==> src/rtl/wb_periph_hub.sv <==
// wb_periph_hub: registered Wishbone fan-out from one upstream port to N_SLV peripheral slots plus a local CSR slot.
// Optional macro WB_HUB_TIMEOUT_EN adds a downstream wait timeout (DEAD_BEEF response, ERR_STATUS[1], TIMEOUT_COUNT).
//
// state | meaning
// IDLE  | waiting for an upstream strobe; CSR and unmapped accesses resolve here
// FWD   | downstream cyc/stb held on the selected slot until it acks
// RESP  | one-cycle upstream ack with read data, strobes ignored
module wb_periph_hub #(
   parameter int          N_SLV          = 4,
   parameter logic [31:0] BASE_ADDR      = 32'h3000_0000,
   parameter int          SLOT_BITS      = 16,
   parameter int          TIMEOUT_CYCLES = 255
) (
   input  logic                 wb_clk_i,
   input  logic                 wb_rst_i,
   input  logic                 wbs_cyc_i,
   input  logic                 wbs_stb_i,
   input  logic                 wbs_we_i,
   input  logic [3:0]           wbs_sel_i,
   input  logic [31:0]          wbs_adr_i,
   input  logic [31:0]          wbs_dat_i,
   output logic                 wbs_ack_o,
   output logic [31:0]          wbs_dat_o,
   output logic [N_SLV-1:0]     slv_cyc_o,
   output logic [N_SLV-1:0]     slv_stb_o,
   output logic                 slv_we_o,
   output logic [3:0]           slv_sel_o,
   output logic [31:0]          slv_adr_o,
   output logic [31:0]          slv_dat_o,
   input  logic [32*N_SLV-1:0]  slv_dat_i,
   input  logic [N_SLV-1:0]     slv_ack_i,
   input  logic [N_SLV-1:0]     slv_irq_i,
   output logic [N_SLV-1:0]     irq,
   output logic                 err_irq
);

   localparam int          DEC_LSB   = SLOT_BITS + 4;
   localparam logic [3:0]  CSR_SLOT  = 4'(N_SLV);
   localparam logic [31:0] ID_VAL    = {16'h4842, 8'(N_SLV), 8'h02};
   localparam logic [31:0] DEC_ERR_D = 32'hBADA_DD00;
   localparam logic [31:0] TOUT_D    = 32'hDEAD_BEEF;

   typedef enum logic [1:0] {
      ST_IDLE = 2'd0,
      ST_FWD  = 2'd1,
      ST_RESP = 2'd2
   } state_t;

   state_t             state;
   logic [3:0]         slot_q;
   logic [N_SLV-1:0]   irq_mask;
   logic               err_dec;
   logic               err_tout;
   logic [3:0]         err_slot;
   logic [15:0]        tout_count;
   logic               tout_hit;

   logic               req;
   logic               base_hit;
   logic [3:0]         adr_slot;
   logic               is_periph;
   logic               is_csr;
   logic               dec_hit;
   logic [31:0]        adr_off;
   logic [N_SLV-1:0]   slot_onehot;
   logic               sel_ack;
   logic [31:0]        sel_dat;
   logic [31:0]        csr_rdata;
   logic               mask_wr;
   logic               err_wr;
   logic [N_SLV-1:0]   mask_be;

   assign req       = wbs_cyc_i & wbs_stb_i;
   assign base_hit  = (wbs_adr_i[31:DEC_LSB] == BASE_ADDR[31:DEC_LSB]);
   assign adr_slot  = wbs_adr_i[SLOT_BITS+3:SLOT_BITS];
   assign is_periph = base_hit && (adr_slot < CSR_SLOT);
   assign is_csr    = base_hit && (adr_slot == CSR_SLOT);
   assign adr_off   = {{(32-SLOT_BITS){1'b0}}, wbs_adr_i[SLOT_BITS-1:0]};
   assign dec_hit   = (state == ST_IDLE) && req && !is_periph && !is_csr;
   assign mask_wr   = (state == ST_IDLE) && req && is_csr && wbs_we_i && (wbs_adr_i[4:2] == 3'd1);
   assign err_wr    = (state == ST_IDLE) && req && is_csr && wbs_we_i && (wbs_adr_i[4:2] == 3'd3)
                      && wbs_sel_i[0];

   always_comb begin
      slot_onehot = '0;
      mask_be     = '0;
      for (int i = 0; i < N_SLV; i++) begin
         if (adr_slot == 4'(i))
            slot_onehot[i] = 1'b1;
         mask_be[i] = wbs_sel_i[i/8];
      end
   end

   // Only the slot latched at accept time may complete the transfer.
   always_comb begin
      sel_ack = 1'b0;
      sel_dat = '0;
      for (int i = 0; i < N_SLV; i++) begin
         if (slot_q == 4'(i)) begin
            sel_ack = slv_ack_i[i];
            sel_dat = slv_dat_i[32*i +: 32];
         end
      end
   end

   always_comb begin
      case (wbs_adr_i[4:2])
         3'd0:    csr_rdata = ID_VAL;
         3'd1:    csr_rdata = 32'(irq_mask);
         3'd2:    csr_rdata = 32'(slv_irq_i);
         3'd3:    csr_rdata = {20'h0, err_slot, 6'h0, err_tout, err_dec};
         3'd4:    csr_rdata = {16'h0, tout_count};
         default: csr_rdata = '0;
      endcase
   end

`ifdef WB_HUB_TIMEOUT_EN
   logic [15:0] tout_left;

   // Down-counter loaded on entry to FWD; the last permitted cycle is terminal count 1.
   assign tout_hit = (state == ST_FWD) && wbs_cyc_i && !sel_ack && (tout_left == 16'd1);

   always_ff @(posedge wb_clk_i) begin
      if (wb_rst_i) begin
         tout_left  <= '0;
         tout_count <= '0;
      end else begin
         if ((state == ST_IDLE) && req && is_periph)
            tout_left <= 16'(TIMEOUT_CYCLES);
         else if ((state == ST_FWD) && (tout_left != 16'd0))
            tout_left <= tout_left - 16'd1;
         if (tout_hit && (tout_count != 16'hFFFF))
            tout_count <= tout_count + 16'd1;
      end
   end
`else
   assign tout_hit   = 1'b0;
   assign tout_count = 16'h0;
`endif

   always_ff @(posedge wb_clk_i) begin
      if (wb_rst_i) begin
         state     <= ST_IDLE;
         slot_q    <= '0;
         wbs_ack_o <= 1'b0;
         wbs_dat_o <= '0;
         slv_cyc_o <= '0;
         slv_stb_o <= '0;
         slv_we_o  <= 1'b0;
         slv_sel_o <= '0;
         slv_adr_o <= '0;
         slv_dat_o <= '0;
         irq_mask  <= '0;
         err_dec   <= 1'b0;
         err_tout  <= 1'b0;
         err_slot  <= '0;
         irq       <= '0;
         err_irq   <= 1'b0;
      end else begin
         irq     <= slv_irq_i & irq_mask;
         err_irq <= err_dec | err_tout;

         // A fresh error wins over a same-cycle W1C of the same bit.
         err_dec  <= (err_dec & ~(err_wr & wbs_dat_i[0])) | dec_hit;
         err_tout <= (err_tout & ~(err_wr & wbs_dat_i[1])) | tout_hit;
         if (dec_hit)
            err_slot <= adr_slot;
         else if (tout_hit)
            err_slot <= slot_q;

         if (mask_wr)
            irq_mask <= (irq_mask & ~mask_be) | (wbs_dat_i[N_SLV-1:0] & mask_be);

         case (state)
            ST_IDLE: begin
               wbs_ack_o <= 1'b0;
               wbs_dat_o <= '0;
               if (req) begin
                  slot_q    <= adr_slot;
                  slv_we_o  <= wbs_we_i;
                  slv_sel_o <= wbs_sel_i;
                  slv_adr_o <= adr_off;
                  slv_dat_o <= wbs_dat_i;
                  if (is_periph) begin
                     slv_cyc_o <= slot_onehot;
                     slv_stb_o <= slot_onehot;
                     state     <= ST_FWD;
                  end else if (is_csr) begin
                     wbs_ack_o <= 1'b1;
                     wbs_dat_o <= csr_rdata;
                     state     <= ST_RESP;
                  end else begin
                     wbs_ack_o <= 1'b1;
                     wbs_dat_o <= DEC_ERR_D;
                     state     <= ST_RESP;
                  end
               end
            end
            ST_FWD: begin
               if (!wbs_cyc_i) begin
                  slv_cyc_o <= '0;
                  slv_stb_o <= '0;
                  state     <= ST_IDLE;
               end else if (sel_ack) begin
                  slv_cyc_o <= '0;
                  slv_stb_o <= '0;
                  wbs_ack_o <= 1'b1;
                  wbs_dat_o <= sel_dat;
                  state     <= ST_RESP;
               end else if (tout_hit) begin
                  slv_cyc_o <= '0;
                  slv_stb_o <= '0;
                  wbs_ack_o <= 1'b1;
                  wbs_dat_o <= TOUT_D;
                  state     <= ST_RESP;
               end
            end
            ST_RESP: begin
               wbs_ack_o <= 1'b0;
               wbs_dat_o <= '0;
               state     <= ST_IDLE;
            end
            default: begin
               wbs_ack_o <= 1'b0;
               wbs_dat_o <= '0;
               slv_cyc_o <= '0;
               slv_stb_o <= '0;
               state     <= ST_IDLE;
            end
         endcase
      end
   end

endmodule

==> config.mk <==
export PLATFORM = sky130hd
export DESIGN_NAME = wb_periph_hub
export DESIGN_NICKNAME = d
export VERILOG_FILES = /design/src/rtl/wb_periph_hub.sv
export SDC_FILE = /design/constraint.sdc
export NUM_CORES = 1
export LEC_CHECK = 0
export BUFFER_PORTS_ARGS = -buffer_cell sky130_fd_sc_hd__buf_2
export CAP_MARGIN = 5
export CELL_PAD_IN_SITES_DETAIL_PLACEMENT = 0
export CELL_PAD_IN_SITES_GLOBAL_PLACEMENT = 1
export CORE_MARGIN = 2
export CORE_UTILIZATION = 29
export CTS_CLUSTER_SIZE = 25
export DETAILED_ROUTE_END_ITERATION = 10
export PLACE_DENSITY = 0.77
export SLEW_MARGIN = 5
export SYNTH_ARGS = -nofsm -noshare
export SYNTH_HDL_FRONTEND = slang
export SYNTH_SLANG_ARGS = --single-unit
==> constraint.sdc <==
create_clock -name wb_clk_i -period 2.52 [get_ports wb_clk_i]
set_clock_uncertainty 0.15 [all_clocks]
set_input_delay 0 -clock wb_clk_i [delete_from_list [all_inputs] [get_ports wb_clk_i]]
set_output_delay 0 -clock wb_clk_i [all_outputs]
set_load 0.02 [all_outputs]
* Word-level counts from Yosys, hierarchy flattened
Cells that the tools add are included.
** Storage, ports and cells
- Memories :: 0
- Memory bits (writable) :: 0
- Bits in latches :: 0
- Word-level logic and storage cells :: 103
- Output and inout bits :: 115
- ROM bits :: 0
- Register bits :: 111
** Operators by class
- Reduce and logical (&&, ||, !) cells :: 20
- Mux-type cells :: 34
- Add/sub/neg operators :: 0
- Order comparisons :: 1
- Multipliers :: 0
- Eq/ne operators :: 18
- Divide/modulo/power cells :: 0
- Shifts and indexed selects :: 0
- Bitwise logic cells :: 15
** Operators by type and width (number)
- $mux 32 :: 9
- $pmux 31 s4 :: 1
- $pmux 32 s2 :: 1
- $eq 4x2->1 const B :: 4
- $mux 4 :: 4
- $and 4x4->4 :: 3
- $eq 12x10->1 const B :: 1
- $mux 1 :: 12
- $pmux 4 s3 :: 1
- $logic_and 1x1->1 :: 10
- $eq 4x1->1 const B :: 2
- $logic_not 4->1 :: 2
- $mux 2 :: 4
- $ne 2x2->1 const B :: 4
- $eq 3x2->1 const B :: 2
- $reduce_and 2->1 :: 3
- $and 1x1->1 :: 5
- $eq 4x3->1 const B :: 1
- $lt 4x3->1 const B :: 1
- $not 4->4 :: 1
- $or 4x4->4 :: 1
- $pmux 2 s2 :: 1
- $reduce_and 4->1 :: 1
- $eq 3x1->1 const B :: 1
- other kinds (9) :: 13

* Longest topological paths before layout
Gate-level depths: netlist (run 1).
- Depth after elaboration :: 10
- Gate-level depth with buffers :: 8

* Least setup slack after synthesis (run 1)
Ideal clock, no wire load.
- Kind :: register to register
- Start :: reg state[0]
- End :: reg with a tool-made name
- Stages on the path, launching flop included :: 9
- Setup time :: 0.128 ns
- Slack :: 0.190 ns
- Arrival :: 2.052 ns
- Cells stage by stage :: dfxtp_1 > buf_2 > nand4bb_1 > clkbuf_1 > or4_1 > or4_1 > buf_2 > mux2i_1 > nor2_1
** RTL lines
- start: declaration :: RTL line 49 : state_t state;
- start signal: assignment :: RTL line 143 : state <= ST_IDLE;
- start signal: assignment :: RTL line 187 : state <= ST_FWD;
- start signal: assignment :: RTL line 191 : state <= ST_RESP;

==> reports/results.ini, run 1 <==
[synthesis]
synth_mux_area_share_pct = 10.65
synth-async-reset-ratio_pct = 0
synth_compound_gate_area_share_pct = 19.59
synth_fa_ha_area_share_pct = 0
synthSimpleGateAreaFrac_pct = 20.64
synth_xor_area_share_pct = 0
synth_seq_area_share_pct = 42.33
synth_cell_types = 44
yosysWarnings = 0
synth_top_area_share_pct = 42.33
syn_inst = 651
syn_avg_cell_area_um2 = 8.065
synth_top_family_by_area = simple AND/OR/NAND/NOR gates
synth_top_cell_by_area = dfxtp_1
synth-edff-count = 0
synth_area_leaders = dfxtp_1 (42%), nand2_1 (12%), a21oi_1 (11%)
synth_ff_type = dfxtp_1
synth_seq_cells = 111
syn-cell-area_um2 = 5250

[drt]
postRouteWirelength_mm = 19.43
ant_nets = 0
dr_total_vias = 5946
drt_iter0_drc = 198
drc = 0
routedWlPerCell_um = 15.37
first_pass_iters = 4
post_drt_via_cell_ratio = 4.704

[timing]
hold_viol = 0
fmax_mhz = 414.6
drv_slew = 0
finalSetupViolations = 0
fin_crit_sh_pct = 95.71
period_needed_ns = 2.412
rsz0062_at_grt = no
tightest_slew_ns = 0.6252
relSlewSlack_pct = 58.32
fin_tns_setup_ns = 0

[final_layout]
drive_gt1_share_pct = 34.78
mostFrequentLayoutCell = buf_2
nFillCells = 1763
area_growth_pct = 57.46
layout_common_cells = buf_2 (307), nand2_1 (164), a21oi_1 (115), dfxtp_1 (110), dlygate4sd3_1 (95)
stdcell_area_um2 = 8267
fin_cells = 1264
regArea_um2 = 2226
final_core_util_pct = 46.34
nNetsFinal = 1239
n_antenna_cell = 0
multiInputGateArea_um2 = 2754

[clock_network]
htreeDepth = 3
postCtsSetupBuffers = 0
path_clk_slew_ns = 0.07
tritoncts = yes
clk_latency_ns = 0.35
cts_made_buffers = 9
clock-sinks = 111
clockBufferDepth = 2
cts_root_buf = clkbuf_16

[grt]
grt-ovfl-total = 0
grt_first_pass_wirelength_mm = 30.36
track_usage_pct = 19.57
grt_pass1_vias = 5799
antenna_found_initial = 0
grt_max_degree = 78

[power]
total_power_uw = 4227
irDropWorstVdd_mv = 0.3235
total_leakage_power_uw = 0.003713
p_per_area_nw_per_um2 = 511.3

[critical_path]
reg2reg_setup_slack_ns = 0.20
rr_worst_depth = 6
critPathArrivalTime_ns = 2.48
end_kind = flop
path_max_fanout = 4
critical_path_class = in2reg
start_kind = input pin
r2r-end = slv_dat_o[10]
cp.required_ns = 2.59
timing.rr.start = state[1]

[worst_hold_path]
hold_end = wbs_dat_o[29]
holdCritPathClass = in2reg
holdPathStages = 5
hp-start = slv_dat_i[125]

[status]
status = completed

[floorplanning]
die_w_um = 138.6
start_util_pct = 29.43
die-height_um = 138.6
coreArea_um2 = 17840
die-area_um2 = 19200
num_rows = 49
pin_count = 324

[place]
place.gp.congestion = 0.8072
dp.cells = 1153
placed_area_um2 = 6978
port_buffers = 307
hpwl_mm = 14.26

[job]
drv_cap = 0

-- state kept, by name (all words and copies together), names as in the netlist, 2 cells and up, named ones only --
name / flops
slv_stb_o: 4
state: 2
irq: 4
slv_adr_o: 16
slv_dat_o: 32
slv_sel_o: 4
wbs_dat_o: 32
slot_q: 4
err_slot: 4
-- logic make-up (layout without fill, tap and decap cells) --
logic type,Yosys count,after routing
AND/OR/NAND/NOR,244,244
AO/OA/AOI/OAI,182,182
flip-flops,111,111
buffers and inverters,71,440
multiplexers,42,42
other,1,16
-- Yosys cell counts, drive strengths merged, types with 2 or more instances --
cell type	number
or3	2
or2	2
a32oi	3
mux4	11
a22oi	3
buf	27
nor2	20
nor3	5
a211oi	27
a21oi	115
o21ai	25
nand2	164
nand4bb	2
inv	4
and2	2
clkbuf	40
or4	5
nor2b	25
mux2i	30
dfxtp	111
nand3	5
nor3b	2
and3	2
a32o	2
nor4	3
-- worst max path at each step --
stage	start	to	cells after the start
2_1_floorplan	state[0]	flop	8
6_report	wbs_adr_i[16]	flop	7
5_1_grt	wbs_adr_i[16]	flop	7
4_1_cts	wbs_adr_i[16]	flop	7
3_3_place_gp	wbs_adr_i[27]	flop	6
3_5_place_dp	wbs_adr_i[27]	flop	6
-- per-stage QoR --
step                      hold WS, ns  worst slack [ns]
after floorplan              -0.03905            0.1903
after global routing          0.02799           0.04595
after CTS                    0.003612            0.1075
final                         0.01077            0.1081
after detailed placement      0.09094            0.1185
after global placement        0.08811            0.1472
-- routing by layer --
layer / global-route usage, % / vias to the layer above / part of all wire (%)
li1: - / 2985 / -
met1: 23.05 / 2687 / 41
met2: 35.44 / 256 / 51
met3: 4.523 / 18 / 6.9
met4: 5.800 / 0 / 1.8
met5: 0 / - / 0
-- worst max-delay path: stages --
cell,delay [ns]
dlygate4sd3_1,0.53
buf_2,0.13
or4b_4,0.55
or4_1,0.40
or4_1,0.63
mux2i_1,0.20
nor2_1,0.05
-- area by class of cell --
cell class / instances / area share (%)
clock inverters: 4 / 0.6811
multi-input cells: 484 / 33.31
clock buffers: 12 / 3.360
repair buffers: 420 / 32.07
well taps: 229 / 3.466
inverters: 4 / 0.1816
flip-flops and latches: 111 / 26.93
-- power breakdown --
group | internal (uW) | switching, uW
Sequential | 1810 | 34.1
Combinational | 390 | 413
Clock | 896 | 682
Total | 3100 | 1130
-- what timing repair did --
action                                  CTS  global route
gates resized for setup                   0             1
hold buffers                             95             0
endpoints found under the setup margin    0             7
endpoints found under the hold margin    93             0
(Power assumes the default switching activity.)
==> run 2: changes to the inputs <==
- clock period: 2.52 -> 2.7 ns (I/O delays scaled with it)
==> run 2 against run 1 <==
Effect of this change: the flow now finishes with violations (hold timing); cell count is 0.24% lower; global-route usage hardly changed; core utilization is 0.20 points lower; hold slack worse by 0.016 ns.
==> reports/results.ini, run 2 (synthesis gave the netlist of run 1 again) <==
[worst_hold_path]
holdCritPathClass = in2reg  ; unchanged

[drt]
routedWlPerCell_um = 15.38  ; was 15.37 um
drc = 0  ; unchanged
postRouteWirelength_mm = 19.40  ; was 19.43 mm
drt_iter0_drc = 168  ; was 198
dr_total_vias = 5914  ; was 5,946
ant_nets = 0  ; unchanged
first_pass_iters = 4  ; unchanged
post_drt_via_cell_ratio = 4.690  ; was 4.704

[place]
port_buffers = 307  ; unchanged
hpwl_mm = 14.19  ; was 14.26 mm
dp_slack_ns = 0.3024  ; was 0.1185 ns
place.gp.congestion = 0.7982  ; was 0.8072
placed_area_um2 = 6960  ; was 6978 um2

[job]
drv_cap = 0  ; unchanged

[clock_network]
path_clk_slew_ns = 0.08  ; was 0.07 ns
clock-sinks = 111  ; unchanged
cts_made_buffers = 9  ; unchanged
clockBufferDepth = 2  ; unchanged
htreeDepth = 3  ; unchanged
tritoncts = yes  ; unchanged
clk_latency_ns = 0.35  ; about the same
postCtsSetupBuffers = 0  ; unchanged
cts_root_buf = clkbuf_16  ; unchanged

[grt]
grt_pass1_vias = 5803  ; was 5,799
antenna_found_initial = 0  ; unchanged
grt_first_pass_wirelength_mm = 30.39  ; was 30.36 mm
grt-ovfl-total = 0  ; unchanged
track_usage_pct = 19.59  ; was 19.57%
grt_max_degree = 78  ; unchanged

[timing]
period_needed_ns = 2.521
hold_viol = 1  ; was 0
fmax_mhz = 396.6
fin_hold_ws_ns = -0.005109  ; was 0.01077 ns
fin_ws_ns = 0.1785  ; was 0.1081 ns
tightest_slew_ns = 0.6531  ; was 0.6252 ns
rsz0062_at_grt = no  ; unchanged
finalSetupViolations = 0  ; unchanged
drv_slew = 0  ; unchanged
fin_tns_setup_ns = 0  ; unchanged
relSlewSlack_pct = 56.46  ; was 58.32%
fin_crit_sh_pct = 93.39

[final_layout]
mostFrequentLayoutCell = buf_2  ; unchanged
final_core_util_pct = 46.14  ; was 46.34%
layout_common_cells = buf_2 (307), nand2_1 (164), a21oi_1 (115), dfxtp_1 (110), dlygate4sd3_1 (97)  ; was buf_2 (307), nand2_1 (164), a21oi_1 (115), dfxtp_1 (110), dlygate4sd3_1 (95)
area_growth_pct = 56.79  ; was 57.46%
n_antenna_cell = 0  ; unchanged
regArea_um2 = 2226  ; unchanged
nFillCells = 1810  ; was 1,763
reg.largest.list = slv_dat_o x32, wbs_dat_o x32, slv_adr_o x16  ; unchanged
nNetsFinal = 1237  ; was 1,239
drive_gt1_share_pct = 34.50  ; was 34.78%
multiInputGateArea_um2 = 2760  ; was 2754 um2
stdcell_area_um2 = 8232  ; was 8267 um2

[floorplanning]
pin_count = 324  ; unchanged
coreArea_um2 = 17840  ; unchanged
die_w_um = 138.6  ; unchanged
die-area_um2 = 19200  ; unchanged
start_util_pct = 29.43  ; unchanged
num_rows = 49  ; unchanged
die-height_um = 138.6  ; unchanged

[critical_path]
cp.required_ns = 2.85  ; was 2.59 ns
start_kind = flop  ; was input pin
critPathTopFamily = compound AO/OA/AOI/OAI gates  ; was simple AND/OR/NAND/NOR gates
cp-endpoint = slv_stb_o[2]
worst_path_max_delay_cell = mux4_2  ; was or4_1
reg2reg_setup_slack_ns = 0.18  ; was 0.20 ns
crit_start = slot_q[0]  ; was wbs_adr_i[16]
critPathMaxStageDelay_ns = 0.56  ; was 0.63 ns
r2r-end = slv_stb_o[2]  ; was slv_dat_o[10]
path_buf_inv = 1  ; was 2
critPathArrivalTime_ns = 2.67  ; was 2.48 ns
path_max_fanout = 5  ; was 4
crit_chain = mux4_2, a211o_1, a221oi_2, nand2_1, o21ai_0, dlygate4sd3_1  ; was dlygate4sd3_1, buf_2, or4b_4, or4_1, or4_1, mux2i_1, nor2_1
critical_path_depth = 6  ; was 7
timing.rr.start = slot_q[0]  ; was state[1]
critical_path_class = reg2reg  ; was in2reg
end_kind = flop  ; unchanged
rr_worst_depth = 6  ; unchanged

[power]
seqPwrFrac_pct = 44.9  ; was 43.7%
p_per_area_nw_per_um2 = 466.1  ; was 511.3 nW/um2
total_leakage_power_uw = 0.003684  ; was 0.003713 uW
pwr-share-clk_pct = 35.7  ; was 37.3%
p_sw_uw = 1059  ; was 1128 uW
combPwrFrac_pct = 19.4  ; was 19.0%
internal_power_uw = 2778  ; was 3098 uW
irDropWorstVdd_mv = 0.2626  ; was 0.3235 mV
total_power_uw = 3836  ; was 4227 uW
switching_share_pct = 27.59  ; was 26.69%

[status]
violations = hold timing
status = finished, violations left  ; was completed

run 2: changes by cell type in the layout (fill, tap and decap cells not counted), sizes merged:
cell	previous run	this run
clkinv	1	2
dlygate4sd3	95	97
buf	325	321
clkinvlp	0	1
clkbuf	12	9
run 2: worst min path at each step:
stage / from / to / slack, ns / cells after the start
detailed placement: slv_irq_i[1] / irq[1] / 0.09 / 3
global route: slv_dat_i[60] / wbs_dat_o[28] / 0.04 / 5
global placement: slv_irq_i[1] / irq[1] / 0.09 / 3
finish: slv_dat_i[60] / wbs_dat_o[28] / -0.005 / 5
floorplan: wbs_adr_i[16] / slv_stb_o[2] / -0.04 / 1
CTS: slv_dat_i[61] / wbs_dat_o[29] / 0.0006 / 5
run 2: tightest hold or removal path: stages:
cell and delay, ns:
buf_2 0.09, a211oi_1 0.06, a21oi_1 0.12, a21oi_1 0.07
o21ai_0 0.13
run 2: routing by layer:
| layer | track usage [%] | part of all wire [%] |
|---|---|---|
| met1 | 22.77 | 41 |
| met2 | 36.71 | 52 |
| met3 | 4.903 | 6.6 |
| met4 | 3.383 | 0.64 |
| met5 | 0 | 0 |
run 2: area by class of cell:
cell class	instances	share of cell area (%)
Clock buffer	9	2.736
Clock inverter	6	0.8360
Inverter	4	0.1824
Multi-Input combinational cell	484	33.53
Sequential cell	111	27.04
Tap cell	229	3.481
Timing Repair Buffer	418	32.19
run 2: metrics by stage:
| stage | hold WS, ns | std cells |
|---|---|---|
| after floorplan | -0.03905 | 666 |
| after global placement | 0.08972 | 1149 |
| after detailed placement | 0.09098 | 1149 |
| after CTS | 0.0005548 | 1261 |
| after global routing | 0.04454 | 1261 |
| final | -0.005109 | 1261 |
run 2: power by group through the flow:
stage                     Sequential, uW  Combinational, uW  Clock (uW)
after floorplan                     1810                299           0
after global placement              1760                635           0
after detailed placement            1760                638           0
after CTS                           1720                750        1420
after global routing                1730                818        1490
final                               1720                745        1370
run 2: what timing repair did:
item                       in CTS  in global routing
setup endpoints to repair       0                  1
gates resized for setup         0                  1
hold endpoints to repair       93                  0
hold buffers                   97                  0
==> run 3: changes to the inputs <==
- CORE_UTILIZATION: 29 -> 27
- PLACE_DENSITY: 0.77 -> 0.76
- clock period: 2.7 -> 2.3 ns (I/O delays scaled with it)
==> run 3 against run 2 <==
Effect of this change: the run now ends clean; combinational power grew 19%; critical path type unchanged; highest routed layer unchanged; largest cell class unchanged; global-route usage is 1.6 points lower; clock power is 18% higher; maximum frequency rose by 17%; critical path depth shrank 1; sequential share of layout area shrank 0.11 points; first-iteration DRC count up 15%; cell count increased by 2.9%; core utilization shrank 3.3 points; flip-flop and latch count unchanged; count of clock-buffer cells in the layout stayed put; wire length rose by 2.3%.
==> reports/results.ini, run 3 (synthesis gave the netlist of run 1 again) <==
[critical_path]
critPathMaxStageDelay_ns = 0.59  ; was 0.56 ns
end_kind = flop  ; unchanged
cp.required_ns = 2.39  ; was 2.85 ns
r2r-end = wbs_dat_o[16]  ; was slv_stb_o[2]
crit_chain = buf_16, mux4_2, dlygate4sd3_1, nand2_1, a21oi_1  ; was mux4_2, a211o_1, a221oi_2, nand2_1, o21ai_0, dlygate4sd3_1
rr_worst_depth = 5  ; was 6
start_kind = flop  ; unchanged
critical_path_class = reg2reg  ; unchanged
critPathTopFamily = buffers and inverters  ; was compound AO/OA/AOI/OAI gates
path_buf_inv = 2  ; was 1
critical_path_depth = 5  ; was 6
critPathArrivalTime_ns = 2.24  ; was 2.67 ns
reg2reg_setup_slack_ns = 0.15  ; was 0.18 ns
cp-endpoint = wbs_dat_o[16]  ; was slv_stb_o[2]
timing.rr.start = slot_q[0]  ; unchanged
crit_start = slot_q[0]  ; unchanged
path_max_fanout = 39  ; was 5
worst_path_max_delay_cell = dlygate4sd3_1  ; was mux4_2

[final_layout]
mostFrequentLayoutCell = buf_2  ; unchanged
reg.largest.list = slv_dat_o x32, wbs_dat_o x32, slv_adr_o x16  ; unchanged
n_antenna_cell = 0  ; unchanged
fin_cells = 1298  ; was 1,261
nFillCells = 1989  ; was 1,810
area_growth_pct = 57.41  ; was 56.79%
layout_common_cells = buf_2 (307), nand2_1 (164), a21oi_1 (115), dfxtp_1 (110), dlygate4sd3_1 (84)  ; was buf_2 (307), nand2_1 (164), a21oi_1 (115), dfxtp_1 (110), dlygate4sd3_1 (97)
nNetsFinal = 1237  ; unchanged
drive_gt1_share_pct = 35.82  ; was 34.50%

[grt]
grt-ovfl-total = 0  ; unchanged
grt_pass1_vias = 5748  ; was 5,803
grt_first_pass_wirelength_mm = 29.26  ; was 30.39 mm
track_usage_pct = 18.03  ; was 19.59%
grt_max_degree = 78  ; unchanged
antenna_found_initial = 0  ; unchanged

[drt]
ant_nets = 0  ; unchanged
met3WireLength_mm = 1.602  ; was 1.286 mm
wl_met2_mm = 10.18  ; was 10.08 mm
first_pass_iters = 5  ; was 4
highest_layer = met4  ; unchanged
met1_length_mm = 7.836  ; was 7.907 mm
postRouteWirelength_mm = 19.85  ; was 19.40 mm
drt_iter0_drc = 193  ; was 168
post_drt_via_cell_ratio = 4.608  ; was 4.690
dr_total_vias = 5981  ; was 5,914
routedWlPerCell_um = 15.29  ; was 15.38 um
drc = 0  ; unchanged

[place]
hpwl_mm = 14.35  ; was 14.19 mm
port_buffers = 307  ; unchanged
place.gp.congestion = 0.7763  ; was 0.7982
dp.cells = 1197  ; was 1,149

[floorplanning]
die-height_um = 143.4  ; was 138.6 um
num_rows = 51  ; was 49
start_util_pct = 27.24  ; was 29.43%
coreArea_um2 = 19270  ; was 17,840 um2
die_w_um = 143.4  ; was 138.6 um
die-area_um2 = 20580  ; was 19,200 um2
pin_count = 324  ; unchanged

[job]
drv_cap = 0  ; unchanged

[timing]
tightest_slew_ns = 0.5919  ; was 0.6531 ns
hold_viol = 0  ; was 1
fin_crit_sh_pct = 93.34  ; was 93.39%
period_needed_ns = 2.147  ; was 2.521 ns
fin_tns_setup_ns = 0  ; unchanged
rsz0062_at_grt = no  ; unchanged
drv_slew = 0  ; unchanged
finalSetupViolations = 0  ; unchanged
fmax_mhz = 465.8  ; was 396.6 MHz
relSlewSlack_pct = 60.54  ; was 56.46%

[clock_network]
htreeDepth = 3  ; unchanged
tritoncts = yes  ; unchanged
cts_made_buffers = 9  ; unchanged
clock-sinks = 111  ; unchanged
cts_root_buf = clkbuf_16  ; unchanged
path_clk_slew_ns = 0.08  ; about the same
postCtsSetupBuffers = 0  ; unchanged
clk_latency_ns = 0.35  ; about the same
clockBufferDepth = 2  ; unchanged

[worst_hold_path]
holdCritPathClass = in2reg  ; unchanged

[power]
irDropWorstVdd_mv = 0.2930  ; was 0.2626 mV
p_per_area_nw_per_um2 = 547.9  ; was 466.1 nW/um2
total_leakage_power_uw = 0.003676  ; was 0.003684 uW

[status]
status = completed  ; was finished, violations left

-- run 3: changes by cell type in the layout (fill, tap and decap cells not counted), moves of 2 or more --
cell	previous run	this run
buf_12	3	1
clkinv_4	1	3
dlygate4sd3_1	97	84
buf_4	11	24
inv_6	0	2
-- run 3: through the flow --
| stage | power (uW) | util (%) | hold WS [ns] | cell area, um2 | worst slack [ns] |
|---|---|---|---|---|---|
| 6_report | 4528 | 42.88 | 0.007209 | 8264 | 0.1532 |
| 4_1_cts | 4588 | 42.70 | 0.0009201 | 8228 | 0.02972 |
| 5_1_grt | 4743 | 42.88 | 0.04956 | 8264 | 0.03449 |
| 3_5_place_dp | 2826 | 36.75 | 0.09532 | 7083 | -0.1268 |
| 2_1_floorplan | 2483 | - | -0.03905 | 5329 | 0.05086 |
| 3_3_place_gp | 2820 | 36.75 | 0.09065 | 7083 | -0.09897 |
-- run 3: layer usage --
metal	track usage, %	vias up
met4	4.076	0
met1	20.11	2742
li1	-	2977
met3	4.898	18
met2	33.96	244
met5	0	-
-- run 3: how the worst min path moves through the flow --
stage / from / endpoint / slack, ns / depth (start not counted)
final: slv_dat_i[59] / wbs_dat_o[27] / 0.007 / 5
after global routing: slv_dat_i[35] / wbs_dat_o[3] / 0.05 / 5
after CTS: slv_dat_i[59] / wbs_dat_o[27] / 0.0009 / 5
after detailed placement: wbs_dat_i[17] / slv_dat_o[17] / 0.1 / 3
after global placement: wbs_adr_i[5] / slv_adr_o[5] / 0.09 / 3
after floorplan: wbs_adr_i[16] / slv_stb_o[2] / -0.04 / 1
-- run 3: what timing repair did --
action / in CTS / in global routing
endpoints found under the hold margin: 95 / 0
endpoints found under the setup margin: 0 / 12
hold buffers: 84 / 0
gates resized for setup: 0 / 2
-- run 3: worst reg2reg max path: stages (launching register included) --
cell and delay [ns]:
dfxtp_4 0.40, buf_16 0.23, mux4_2 0.55, dlygate4sd3_1 0.59, nand2_1 0.08, a21oi_1 0.05
-- run 3: layout make-up --
type / instances / area, um2 / share of cell area, %
multi-input combinational: 484 / 2758 / 33.37
timing repair buffer: 418 / 2630 / 31.82
sequential: 111 / 2226 / 26.93
tap: 265 / 331.6 / 4.012
clock buffer: 9 / 225.2 / 2.725
clock inverter: 7 / 78.83 / 0.9538
inverter: 4 / 15.01 / 0.1817
-- run 3: power breakdown --
group | switching (uW) | internal (uW)
registers | 36.8 | 1980
clock network | 764 | 858
logic | 455 | 429
